File: config.mk
export PLATFORM = sky130hd
export DESIGN_NAME = dmem_arbiter
export DESIGN_NICKNAME = d
export VERILOG_FILES = /design/src/rtl/dmem_arb_pkg.sv /design/src/rtl/dmem_arb_sat_counter.sv /design/src/rtl/dmem_arbiter.sv
export SDC_FILE = /design/constraint.sdc
export NUM_CORES = 1
export LEC_CHECK = 0
export CORE_MARGIN = 5
export CORE_UTILIZATION = 32
export CTS_CLUSTER_SIZE = 14
export DETAILED_ROUTE_END_ITERATION = 6
export GPL_TIMING_DRIVEN = 0
export MAX_ROUTING_LAYER = met4
export PLACE_DENSITY = 0.82
export SLEW_MARGIN = 20
export SYNTH_ARGS = -nofsm -noshare
export SYNTH_HDL_FRONTEND = slang
export SYNTH_SLANG_ARGS = --single-unit
File: constraint.sdc
create_clock -name CLK -period 2.4 [get_ports CLK]
set_clock_uncertainty 0.05 [all_clocks]
set_input_delay 0.36 -clock CLK [delete_from_list [all_inputs] [get_ports CLK]]
set_output_delay 0.36 -clock CLK [all_outputs]
set_load 0.01 [all_outputs]
File: src/rtl/dmem_arb_pkg.sv
// rtl/dmem_arb_pkg.sv - shared types, widths and saturating helper for the data-memory arbiter
package dmem_arb_pkg;

    typedef enum logic {
        IDLE = 1'b0,
        ACK  = 1'b1
    } arb_state_t;

    localparam int STAT_W = 16;

    function automatic logic [STAT_W-1:0] sat_inc(input logic [STAT_W-1:0] value,
                                                  input logic [STAT_W-1:0] max);
        return (value >= max) ? max : value + 1'b1;
    endfunction

endpackage

File: src/rtl/dmem_arb_sat_counter.sv
// rtl/dmem_arb_sat_counter.sv - enabled saturating event counter, cleared by reset
module dmem_arb_sat_counter
    import dmem_arb_pkg::*;
(
    input  logic              clk,
    input  logic              rst_n,
    input  logic              en,
    output logic [STAT_W-1:0] count
);

    always_ff @(posedge clk or negedge rst_n) begin
        if (!rst_n) begin
            count <= '0;
        end else if (en) begin
            count <= sat_inc(count, '1);
        end
    end

endmodule

File: src/rtl/dmem_arbiter.sv
// rtl/dmem_arbiter.sv - CPU-priority data RAM arbiter with host starvation guard
// Optional statistics outputs enabled by DMEM_ARB_STATS_EN.
module dmem_arbiter
    import dmem_arb_pkg::*;
#(
    parameter int ADDR_W     = 10,
    parameter int DATA_W     = 32,
    parameter int STARVE_MAX = 8
) (
    input  logic              CLK,
    input  logic              RSTn,
    input  logic              cpu_d_r,
    input  logic              cpu_d_w,
    input  logic [ADDR_W-1:0] cpu_daddr,
    input  logic [DATA_W-1:0] cpu_ddata_w,
    output logic [DATA_W-1:0] cpu_ddata_r,
    output logic              cpu_stall,
    input  logic              host_req,
    input  logic              host_we,
    input  logic [ADDR_W-1:0] host_addr,
    input  logic [DATA_W-1:0] host_wdata,
    output logic              host_ack,
    output logic [DATA_W-1:0] host_rdata,
    output logic              mem_MemRead,
    output logic              mem_MemWrite,
    output logic [ADDR_W-1:0] mem_address,
    output logic [DATA_W-1:0] mem_write_data,
    input  logic [DATA_W-1:0] mem_read_data
`ifdef DMEM_ARB_STATS_EN
    ,
    output logic [STAT_W-1:0] stat_host_grants,
    output logic [STAT_W-1:0] stat_forced_stalls
`endif
);

    arb_state_t state, state_next;
    logic [7:0] starve;
    logic       cpu_busy;
    logic       grant;
    logic       mem_rd, mem_wr, stall_raw;

    assign cpu_busy    = cpu_d_r | cpu_d_w;
    assign grant       = (state == IDLE) && host_req && (!cpu_busy || starve == 8'(STARVE_MAX));
    assign cpu_ddata_r = mem_read_data;

    always_ff @(posedge CLK or negedge RSTn) begin
        if (!RSTn) begin
            state      <= IDLE;
            starve     <= '0;
            host_rdata <= '0;
        end else begin
            state <= state_next;
            if (grant) begin
                starve <= '0;
                if (!host_we) begin
                    host_rdata <= mem_read_data;
                end
            end else if (state == IDLE) begin
                if (!host_req) begin
                    starve <= '0;
                end else if (cpu_busy) begin
                    starve <= 8'(sat_inc(STAT_W'(starve), STAT_W'(STARVE_MAX)));
                end
            end
        end
    end

    always_comb begin
        state_next = state;
        host_ack   = 1'b0;
        case (state)
            IDLE: if (grant) state_next = ACK;
            ACK: begin
                host_ack   = 1'b1;
                state_next = IDLE;
            end
            default: state_next = IDLE;
        endcase
    end

    // Enables are gated by RSTn so a write granted during reset never reaches the RAM.
    always_comb begin
        mem_address    = cpu_daddr;
        mem_write_data = cpu_ddata_w;
        mem_rd         = cpu_d_r;
        mem_wr         = cpu_d_w;
        stall_raw      = 1'b0;
        if (grant) begin
            mem_address    = host_addr;
            mem_write_data = host_wdata;
            mem_rd         = !host_we;
            mem_wr         = host_we;
            stall_raw      = cpu_busy;
        end
        mem_MemRead  = mem_rd & RSTn;
        mem_MemWrite = mem_wr & RSTn;
        cpu_stall    = stall_raw & RSTn;
    end

`ifdef DMEM_ARB_STATS_EN
    dmem_arb_sat_counter u_grants (
        .clk   (CLK),
        .rst_n (RSTn),
        .en    (grant),
        .count (stat_host_grants)
    );

    dmem_arb_sat_counter u_forced (
        .clk   (CLK),
        .rst_n (RSTn),
        .en    (grant & cpu_busy),
        .count (stat_forced_stalls)
    );
`endif

endmodule

==> results of run 1 <==
power by group through the flow:
stage | logic, mW | clock network (mW) | registers (mW)
after floorplan | 0.337 | 0 | 0.966
after global placement | 1.10 | 0 | 0.898
after detailed placement | 1.12 | 0 | 0.909
after CTS | 1.16 | 0.569 | 0.895
after global routing | 1.22 | 0.601 | 0.915
final | 1.16 | 0.559 | 0.895
layer usage:
metal / vias to the layer above / global-route usage
met1: 1191 / 0.206
met3: 9 / 0.0512
met4: 0 / 0.0466
li1: 1183 / -
met2: 139 / 0.376
met5: - / -
through the flow:
| step | instance area (um^2) | hold WS (ns) | util | setup WS (ns) | power (mW) |
|---|---|---|---|---|---|
| final | 5450 | 0.441 | 0.670 | -0.221 | 2.62 |
| after global routing | 5450 | 0.474 | 0.670 | -0.292 | 2.74 |
| after CTS | 5430 | 0.443 | 0.667 | -0.189 | 2.63 |
| after detailed placement | 5090 | 0.274 | 0.626 | -0.409 | 2.03 |
| after global placement | 5080 | 0.422 | 0.624 | -1.32 | 2.00 |
| after floorplan | 2630 | 0.0144 | - | 0.280 | 1.30 |
kinds of logic (layout without fill, tap and decap cells):
kind of cell | count (synthesis) | count (layout) | share of synthesized area
mux | 74 | 74 | 0.372
buf+inv | 43 | 301 | 0.127
simple gates | 27 | 27 | 0.0689
flops | 41 | 41 | 0.390
compound gates | 10 | 10 | 0.0328
fa+ha+maj | 2 | 2 | 0.00950
how the worst max path moves through the flow:
stage               startpoint            endpoint  slack [ns]  depth (start not counted)
CTS                  starve[5]  mem_write_data[24]       -0.19                          8
detailed placement     cpu_d_r   mem_write_data[3]       -0.41                          6
finish               starve[1]  mem_write_data[28]       -0.22                         10
floorplan            starve[0]  mem_write_data[10]        0.28                          7
global placement          RSTn        mem_MemWrite       -1.32                          5
global route         starve[1]  mem_write_data[28]       -0.29                         10
cell usage in the layout (no fill, tap or decap), types with 2 or more instances in the layout:
master | netlist | routed
dlygate4sd3_1 | 0 | 2
nand3b_1 | 2 | 2
clkdlybuf4s50_1 | 0 | 185
mux2_2 | 34 | 31
a31o_2 | 2 | 2
mux2_4 | 39 | 42
clkbuf_8 | 0 | 5
buf_4 | 32 | 42
dfrtp_1 | 41 | 41
nand2_1 | 6 | 6
nor4_4 | 1 | 2
clkbuf_1 | 1 | 2
and2_1 | 4 | 4
buf_6 | 7 | 29
buf_2 | 0 | 9
clkbuf_2 | 0 | 2
nand3_1 | 3 | 3
inv_1 | 3 | 2
a21oi_1 | 2 | 2
buf_12 | 0 | 6
dlygate4sd2_1 | 0 | 11
worst reg2reg max path, stage by stage, from the launching register on:
cell and delay [ns]:
dfrtp_1 0.39, inv_1 0.12, ha_4 0.15, nor2b_4 0.13
and3_4 0.20, buf_4 0.12, o21a_4 0.18, buf_6 0.17
mux2_2 0.35
state kept, by name, summed over array words and instances, names as in the netlist:
name        count
state           1
starve          8
host_rdata     32
timing repair:
| action | 4_1_cts | 5_1_grt |
|---|---|---|
| gates cloned | 2 | 1 |
| hold buffers | 2 | 0 |
| endpoints found under the setup margin | 45 | 44 |
| pin swaps | 3 | 2 |
| hold endpoints to repair | 18 | 0 |
| resized for setup | 188 | 7 |
| buffers inserted | 14 | 3 |
layout make-up:
class | count | share of cell area
sequential | 41 | 0.188
tap | 105 | 0.0241
clock buffer | 6 | 0.0133
timing repair buffer | 252 | 0.466
buffer | 38 | 0.0583
clock inverter | 2 | 0.00712
multi-input combinational | 113 | 0.241
inverter | 3 | 0.00207
==> impl_metrics.toml, run 1 <==
[pwr]
p_int_mw = 1.91
leakage_nw = 2.53
swShare = 0.271
peakVddDrop_v = 0.000426
power.share.sequential = 0.342
p_clk_frac = 0.214
power.density_nw_per_um2 = 480
power_frac_comb = 0.444
p_sw_mw = 0.708

[clock_network]
cts_tree = "built"
clock-sinks = 41
cts_root_buf = "clkbuf_8"
clkTransAtPathRegs_ns = 0.08
cts_buffer_depth = 2
clk_latency_ns = 0.29
htree_levels = 2
cts_buffers = 5

[floorplan]
ios = 232
initial_core_util = 0.324
dieArea_um2 = 10100
dieHeight_um = 101
fp.dieW_um = 101
rows = 33
coreArea_um2 = 8130

[worst_setup_path]
critPathRequiredTime_ns = 1.99
crit_fanout = 5
critPathTopFamily = "buffers and inverters"
crit_path_start_kind = "flip-flop"
crit_type = "reg2out"
reg2reg_slack_ns = 0.44
path_cells = "inv_1, ha_4, nor2b_4, and3_4, o21ai_4, buf_6, buf_12, buf_16, mux2_4, buf_6"
critPathMaxStageDelay_ns = 0.36
critPathMostFrequentCell = "buf_6"
crit_arrival_ns = 2.21
slowest_stage = "dfrtp_1"
reg2reg_depth = 8
worst-path-buf-inv = 5
r2r_start = "starve[1]"
rr_endpoint = "host_rdata[6]"
crit_path_end_kind = "output port"

[layout]
n_antenna_cell = 0
multi_input_area_um2 = 1310
fillers = 583
seq_area_um2 = 1030
syn_to_final_growth_pct = 107
drive_above_1_share = 0.402
stdcell_count = 560
final_nets = 578

[timing]
rsz0062_at_grt = "yes"
timing.final.ws_setup_ns = -0.221
fmax_ghz = 0.381
min_period_over_period = 1.09
setup_tns_ns = -7.05
setup_violations = 42
relSlewSlack = 0.473
min_period_ns = 2.62
slew_viol_final = 0
tightest_slew_ns = 0.789
finalHoldViolCount = 0

[synth]
seq_area_frac_synth = 0.390
yosysMostFrequentCell = "dfrtp_1"
async_flop_share = 1.00
synthesis.area_um2 = 2630
synth.top_cell.area_share = 0.390
syn_inst = 197
syn-num-nets = 321
synth_edf_count = 0
synth.distinct_cells = 32
avgSynthCellArea_um2 = 13.4
synth_common_cells = "41 x dfrtp_1, 39 x mux2_4, 34 x mux2_2"
synthTopCellsByArea = "dfrtp_1 39%, mux2_4 22%, mux2_2 15%, buf_4 9.1%, buf_6 3.0%"
synth_flop_cell = "dfrtp_1"
yosysWarnings = 0
synth-seq-cells = 41
yosysTopAreaCell = "dfrtp_1"

[global_route]
track_usage = 0.200
grt_pass1_vias = 2887
overflow = 0
antenna_found_initial = 0
grt_pass1_wl_um = 15300
grt_max_degree = 29

[routing]
top_layer = "met4"
vias_per_cell = 4.50
ant_nets = 0
drt_iter0_markers = 50
wl_met1_um = 3700
wl_um = 10400
wl_met2_um = 5590
wire_per_inst_um = 18.6
drc = 0
vias = 2522
wl_met3_um = 964
drt_pre_antenna_iters = 4

[run]
max_cap_violations = 0

[hold_path]
min_delay_path_depth = 1
hp-class = "reg2reg"
worst_hold_path.endpoint = "host_rdata[18]"
worstHoldStart = "host_rdata[18]"

[place]
dp_cells = 534
post-dp-hpwl_um = 8220
numPortBuffers = 231
place.gp.congestion = 0.819

[status]
violations = "negative setup slack"
outcome = "finished, violations left"
No activity file was read; power rests on OpenSTA's default activity.
==> run 2: changes to the inputs <==
- RECOVER_POWER: not set -> 25
==> run 2 against run 1 <==
Compared with the run above:
- the flow still finishes with violations (negative setup slack)
- wire length about the same
- utilization about the same
- via count increased by 0.12%
- count of clock-buffer cells in the layout unchanged
- non-clock buffer count unchanged
- critical path type unchanged
- largest power group unchanged
==> impl_metrics.toml, run 2 (synthesis gave the netlist of run 1 again) <==
[timing]
finalHoldViolCount = 0
whs_ns = 0.435
timing.final.ws_setup_ns = -0.221
min_period_over_period = 1.09
min_period_ns = 2.62
fmax_ghz = 0.382
rsz0062_at_grt = "yes"
tightest_slew_ns = 0.788
setup_violations = 42
relSlewSlack = 0.473
slew_viol_final = 0

[clock_network]
cts_root_buf = "clkbuf_8"
clkTransAtPathRegs_ns = 0.08
cts_buffer_depth = 2
cts_tree = "built"
clk_latency_ns = 0.29
clock-sinks = 41
htree_levels = 2
cts_buffers = 5

[place]
dp_cells = 534
place.gp.congestion = 0.819
place_area_um2 = 5090
post-dp-hpwl_um = 8220
numPortBuffers = 231

[global_route]
grt_pass1_wl_um = 15300
overflow = 0
track_usage = 0.200
grt_max_degree = 29
grt_pass1_vias = 2887
antenna_found_initial = 0

[floorplan]
ios = 232
rows = 33
dieHeight_um = 101
dieArea_um2 = 10100
coreArea_um2 = 8130
initial_core_util = 0.324
fp.dieW_um = 101

[worst_setup_path]
rr_endpoint = "host_rdata[6]"
reg2reg_slack_ns = 0.44
crit_path_start_kind = "flip-flop"
crit_fanout = 5
critPathMostFrequentCell = "buf_6"
worst-path-buf-inv = 5
slowest_stage = "dfrtp_1"
path_cells = "inv_1, ha_4, nor2b_4, and3_4, o21ai_4, buf_6, buf_12, buf_16, mux2_4, buf_6"
critPathRequiredTime_ns = 1.99
critPathTopFamily = "buffers and inverters"
crit_type = "reg2out"
crit_arrival_ns = 2.21
crit_path_end_kind = "output port"
critPathMaxStageDelay_ns = 0.36
reg2reg_depth = 8
r2r_start = "starve[1]"

[routing]
vias_per_cell = 4.51
wl_um = 10400
wire_per_inst_um = 18.6
drc = 0
ant_nets = 0
drt_iter0_markers = 49
drt_pre_antenna_iters = 4
vias = 2525

[layout]
syn_to_final_growth_pct = 107
fin_area_um2 = 5450
stdcell_count = 560
n_antenna_cell = 0
top_register = "host_rdata"
most-common-layout-cells = "176 x clkdlybuf4s50_1, 42 x mux2_4, 42 x buf_4, 41 x dfrtp_1, 31 x mux2_2"
drive_above_1_share = 0.400
final_common_cell = "clkdlybuf4s50_1"
largest_reg_flops = 32
reg_top3 = "host_rdata: 32 flops, starve: 8 flops, state: 1 flops"
final_nets = 578

[hold_path]
worstHoldStart = "host_rdata[18]"
hp-class = "reg2reg"
min_delay_path_depth = 1
worst_hold_path.endpoint = "host_rdata[18]"

[status]
violations = "negative setup slack"
outcome = "finished, violations left"

[pwr]
power_mw = 2.60
peakVddDrop_v = 0.000426
leakage_nw = 2.53
power.density_nw_per_um2 = 477

[run]
max_cap_violations = 0
==> run 2: repair_timing <==
action / CTS / global route
pin swaps: 3 / 2
endpoints found under the hold margin: 18 / 0
hold buffers: 2 / 0
setup buffers: 14 / 3
endpoints found under the setup margin: 45 / 44
gates cloned: 2 / 1
resized for setup: 188 / 7
==> run 2: final cells by class <==
type                            instances  area, um^2
Buffer                                 38         318
Clock buffer                            6        72.6
Clock inverter                          2        38.8
Fill cell                             584        2690
Inverter                                3        11.3
Multi-Input combinational cell        113        1310
Sequential cell                        41        1030
Tap cell                              105         131
Timing Repair Buffer                  252        2540
==> run 2: per-stage QoR <==
| stage | worst slack [ns] | utilization | TNS, ns |
|---|---|---|---|
| after floorplan | 0.280 | - | 0 |
| after global placement | -1.32 | 0.624 | -26.97 |
| after detailed placement | -0.409 | 0.626 | -14.46 |
| after CTS | -0.189 | 0.667 | -5.32 |
| after global routing | -0.292 | 0.670 | -10.28 |
| final | -0.221 | 0.670 | -7.05 |
==> run 2: metal layers <==
metal,global-route usage,vias up,share of wire,wire [um]
met2,0.376,141,0.54,5600
met1,0.206,1192,0.35,3690
li1,-,1183,-,-
met4,0.0466,0,0.014,144
met3,0.0512,9,0.093,968
met5,-,-,0,0
==> run 2: worst max-delay path by stage <==
stage / from / to / cells after the start
global route: starve[1] / mem_write_data[28] / 10
floorplan: starve[0] / mem_write_data[10] / 7
detailed placement: cpu_d_r / mem_write_data[3] / 6
global placement: RSTn / mem_MemWrite / 5
finish: starve[1] / mem_write_data[28] / 10
CTS: starve[5] / mem_write_data[24] / 8
==> run 2: power breakdown <==
group | internal, mW | switching, mW
sequential | 0.824 | 0.0688
clock | 0.313 | 0.246
combinational | 0.756 | 0.392
total | 1.89 | 0.707
==> run 3: changes to the inputs <==
- CELL_PAD_IN_SITES_DETAIL_PLACEMENT: not set -> 1
- CELL_PAD_IN_SITES_GLOBAL_PLACEMENT: not set -> 2
- CORE_UTILIZATION: 32 -> 17
- PLACE_DENSITY: 0.82 -> not set
- PLACE_DENSITY_LB_ADDON: not set -> 0.1
- SETUP_SLACK_MARGIN: not set -> 0.2
==> run 3 against run 2 <==
Compared with the run above:
- non-clock buffer count up 4
- design area up 5.9%
- the run still ends with negative setup slack left
- first-iteration DRC count down 61%
- die area up 78%
- fmax up 2.4%
- count of clock-buffer cells in the layout unchanged
- clock power up 16%
- critical path depth down 2
- critical endpoint is now mem_write_data[26]
- highest routed layer unchanged
==> impl_metrics.toml, run 3 (synthesis gave the netlist of run 1 again) <==
[status]
outcome = "finished, violations left"
violations = "negative setup slack"

[layout]
n_antenna_cell = 0
most-common-layout-cells = "185 x clkdlybuf4s50_1, 50 x buf_6, 43 x buf_4, 41 x mux2_4, 41 x dfrtp_1"
syn_to_final_growth_pct = 119
stdcell_count = 646
final_common_cell = "clkdlybuf4s50_1"
fillers = 1669
final_nets = 582
top_register = "host_rdata"
multi_input_area_um2 = 1320
reg_top3 = "host_rdata: 32 flops, starve: 8 flops, state: 1 flops"
seq_area_um2 = 1030
drive_above_1_share = 0.441
largest_reg_flops = 32

[global_route]
grt_pass1_vias = 2877
overflow = 0
track_usage = 0.121
antenna_found_initial = 0
grt_pass1_wl_um = 16700
grt_max_degree = 26

[clock_network]
clock-sinks = 41
cts_buffer_depth = 2
cts_buffers = 5
cts_root_buf = "clkbuf_16"
clkTransAtPathRegs_ns = 0.06
clk_latency_ns = 0.28
cts_tree = "built"
cts_hold_buffers = 0
htree_levels = 2

[worst_setup_path]
crit_arrival_ns = 2.15
rr_endpoint = "host_rdata[22]"
crit_path_start_kind = "flip-flop"
crit_path_end_kind = "output port"
crit_fanout = 5
r2r_start = "starve[5]"
crit_type = "reg2out"
reg2reg_depth = 6
reg2reg_slack_ns = 0.46
critPathRequiredTime_ns = 1.99

[pwr]
leakage_nw = 2.62
p_sw_mw = 0.725
power.density_nw_per_um2 = 474
power_frac_comb = 0.436
p_int_mw = 2.01
p_clk_frac = 0.238
swShare = 0.265
power_mw = 2.74
peakVddDrop_v = 0.000237
power.share.sequential = 0.326

[routing]
drt_pre_antenna_iters = 4
drt_iter0_markers = 19
wire_per_inst_um = 17.2
wl_met3_um = 934
vias = 2505
wl_met1_um = 3980
top_layer = "met4"
drc = 0
vias_per_cell = 3.88
wl_met2_um = 6150
wl_um = 11100
ant_nets = 0

[floorplan]
ios = 232
fp.dieW_um = 134
coreArea_um2 = 15200
dieHeight_um = 134
dieArea_um2 = 18100
rows = 45
initial_core_util = 0.173

[place]
dp_worst_setup_slack_ns = -0.431
numPortBuffers = 231
dp_cells = 617
post-dp-hpwl_um = 9020
place.gp.congestion = 0.740

[run]
max_cap_violations = 0

[timing]
min_period_ns = 2.56
whs_ns = 0.0104
slew_viol_final = 0
setup_violations = 42
fmax_ghz = 0.391
min_period_over_period = 1.07
relSlewSlack = 0.631
rsz0062_at_grt = "yes"
timing.final.ws_setup_ns = -0.160
setup_tns_ns = -4.52
finalHoldViolCount = 0
tightest_slew_ns = 0.553

[hold_path]
hp-class = "in2async"
[run 3: cell count changes in the layout (fill, tap and decap cells not counted), sizes merged]
cell,before,now
buf,87,108
bufinv,1,0
clkbuf,11,7
clkdlybuf4s50,176,185
dlygate4sd2,11,0
dlygate4sd3,11,0
[run 3: routing by layer]
layer  track usage  vias up
li1              -     1189
met4        0.0187        0
met2         0.227      115
met1         0.122     1194
met3        0.0443        7
met5             -        -
[run 3: power by group through the flow]
stage	clock, mW	combinational [mW]	sequential, mW
3_5_place_dp	0	1.13	0.906
2_1_floorplan	0	0.337	0.966
6_report	0.650	1.19	0.893
5_1_grt	0.710	1.27	0.910
3_3_place_gp	0	1.12	0.900
4_1_cts	0.686	1.21	0.897
[run 3: critical path: stages (launching register included)]
cell     delay [ns]
dfrtp_1        0.41
nor4_4         0.32
and3_4         0.24
o21ai_4        0.06
buf_8          0.15
buf_12         0.13
buf_16         0.13
mux2_4         0.30
buf_6          0.12
[run 3: per-stage QoR]
step | util | cell area (um^2)
after floorplan | - | 2630
after global placement | 0.341 | 5180
after detailed placement | 0.342 | 5190
after CTS | 0.378 | 5740
after global routing | 0.379 | 5770
final | 0.379 | 5770
[run 3: area by class of cell]
type	instances	area share
Sequential cell	41	0.178
Buffer	40	0.0623
Inverter	3	0.00195
Tap cell	188	0.0408
Multi-Input combinational cell	113	0.229
Timing Repair Buffer	254	0.465
Clock inverter	1	0.00152
Clock buffer	6	0.0223
[run 3: worst max-delay path by stage]
| stage | from | endpoint | slack, ns | cells past startpoint |
|---|---|---|---|---|
| after floorplan | starve[0] | mem_write_data[10] | 0.28 | 7 |
| after global placement | RSTn | mem_MemWrite | -1.57 | 5 |
| after detailed placement | starve[0] | mem_write_data[9] | -0.43 | 8 |
| after CTS | starve[5] | mem_write_data[26] | -0.16 | 8 |
| after global routing | starve[5] | mem_write_data[23] | -0.24 | 8 |
| final | starve[5] | mem_write_data[26] | -0.16 | 8 |
[run 3: repair_timing]
item	in CTS	in global routing
cloned	4	0
endpoints found under the setup margin	45	45
buffers inserted	15	3
pin swaps	5	0
gates resized for setup	268	3
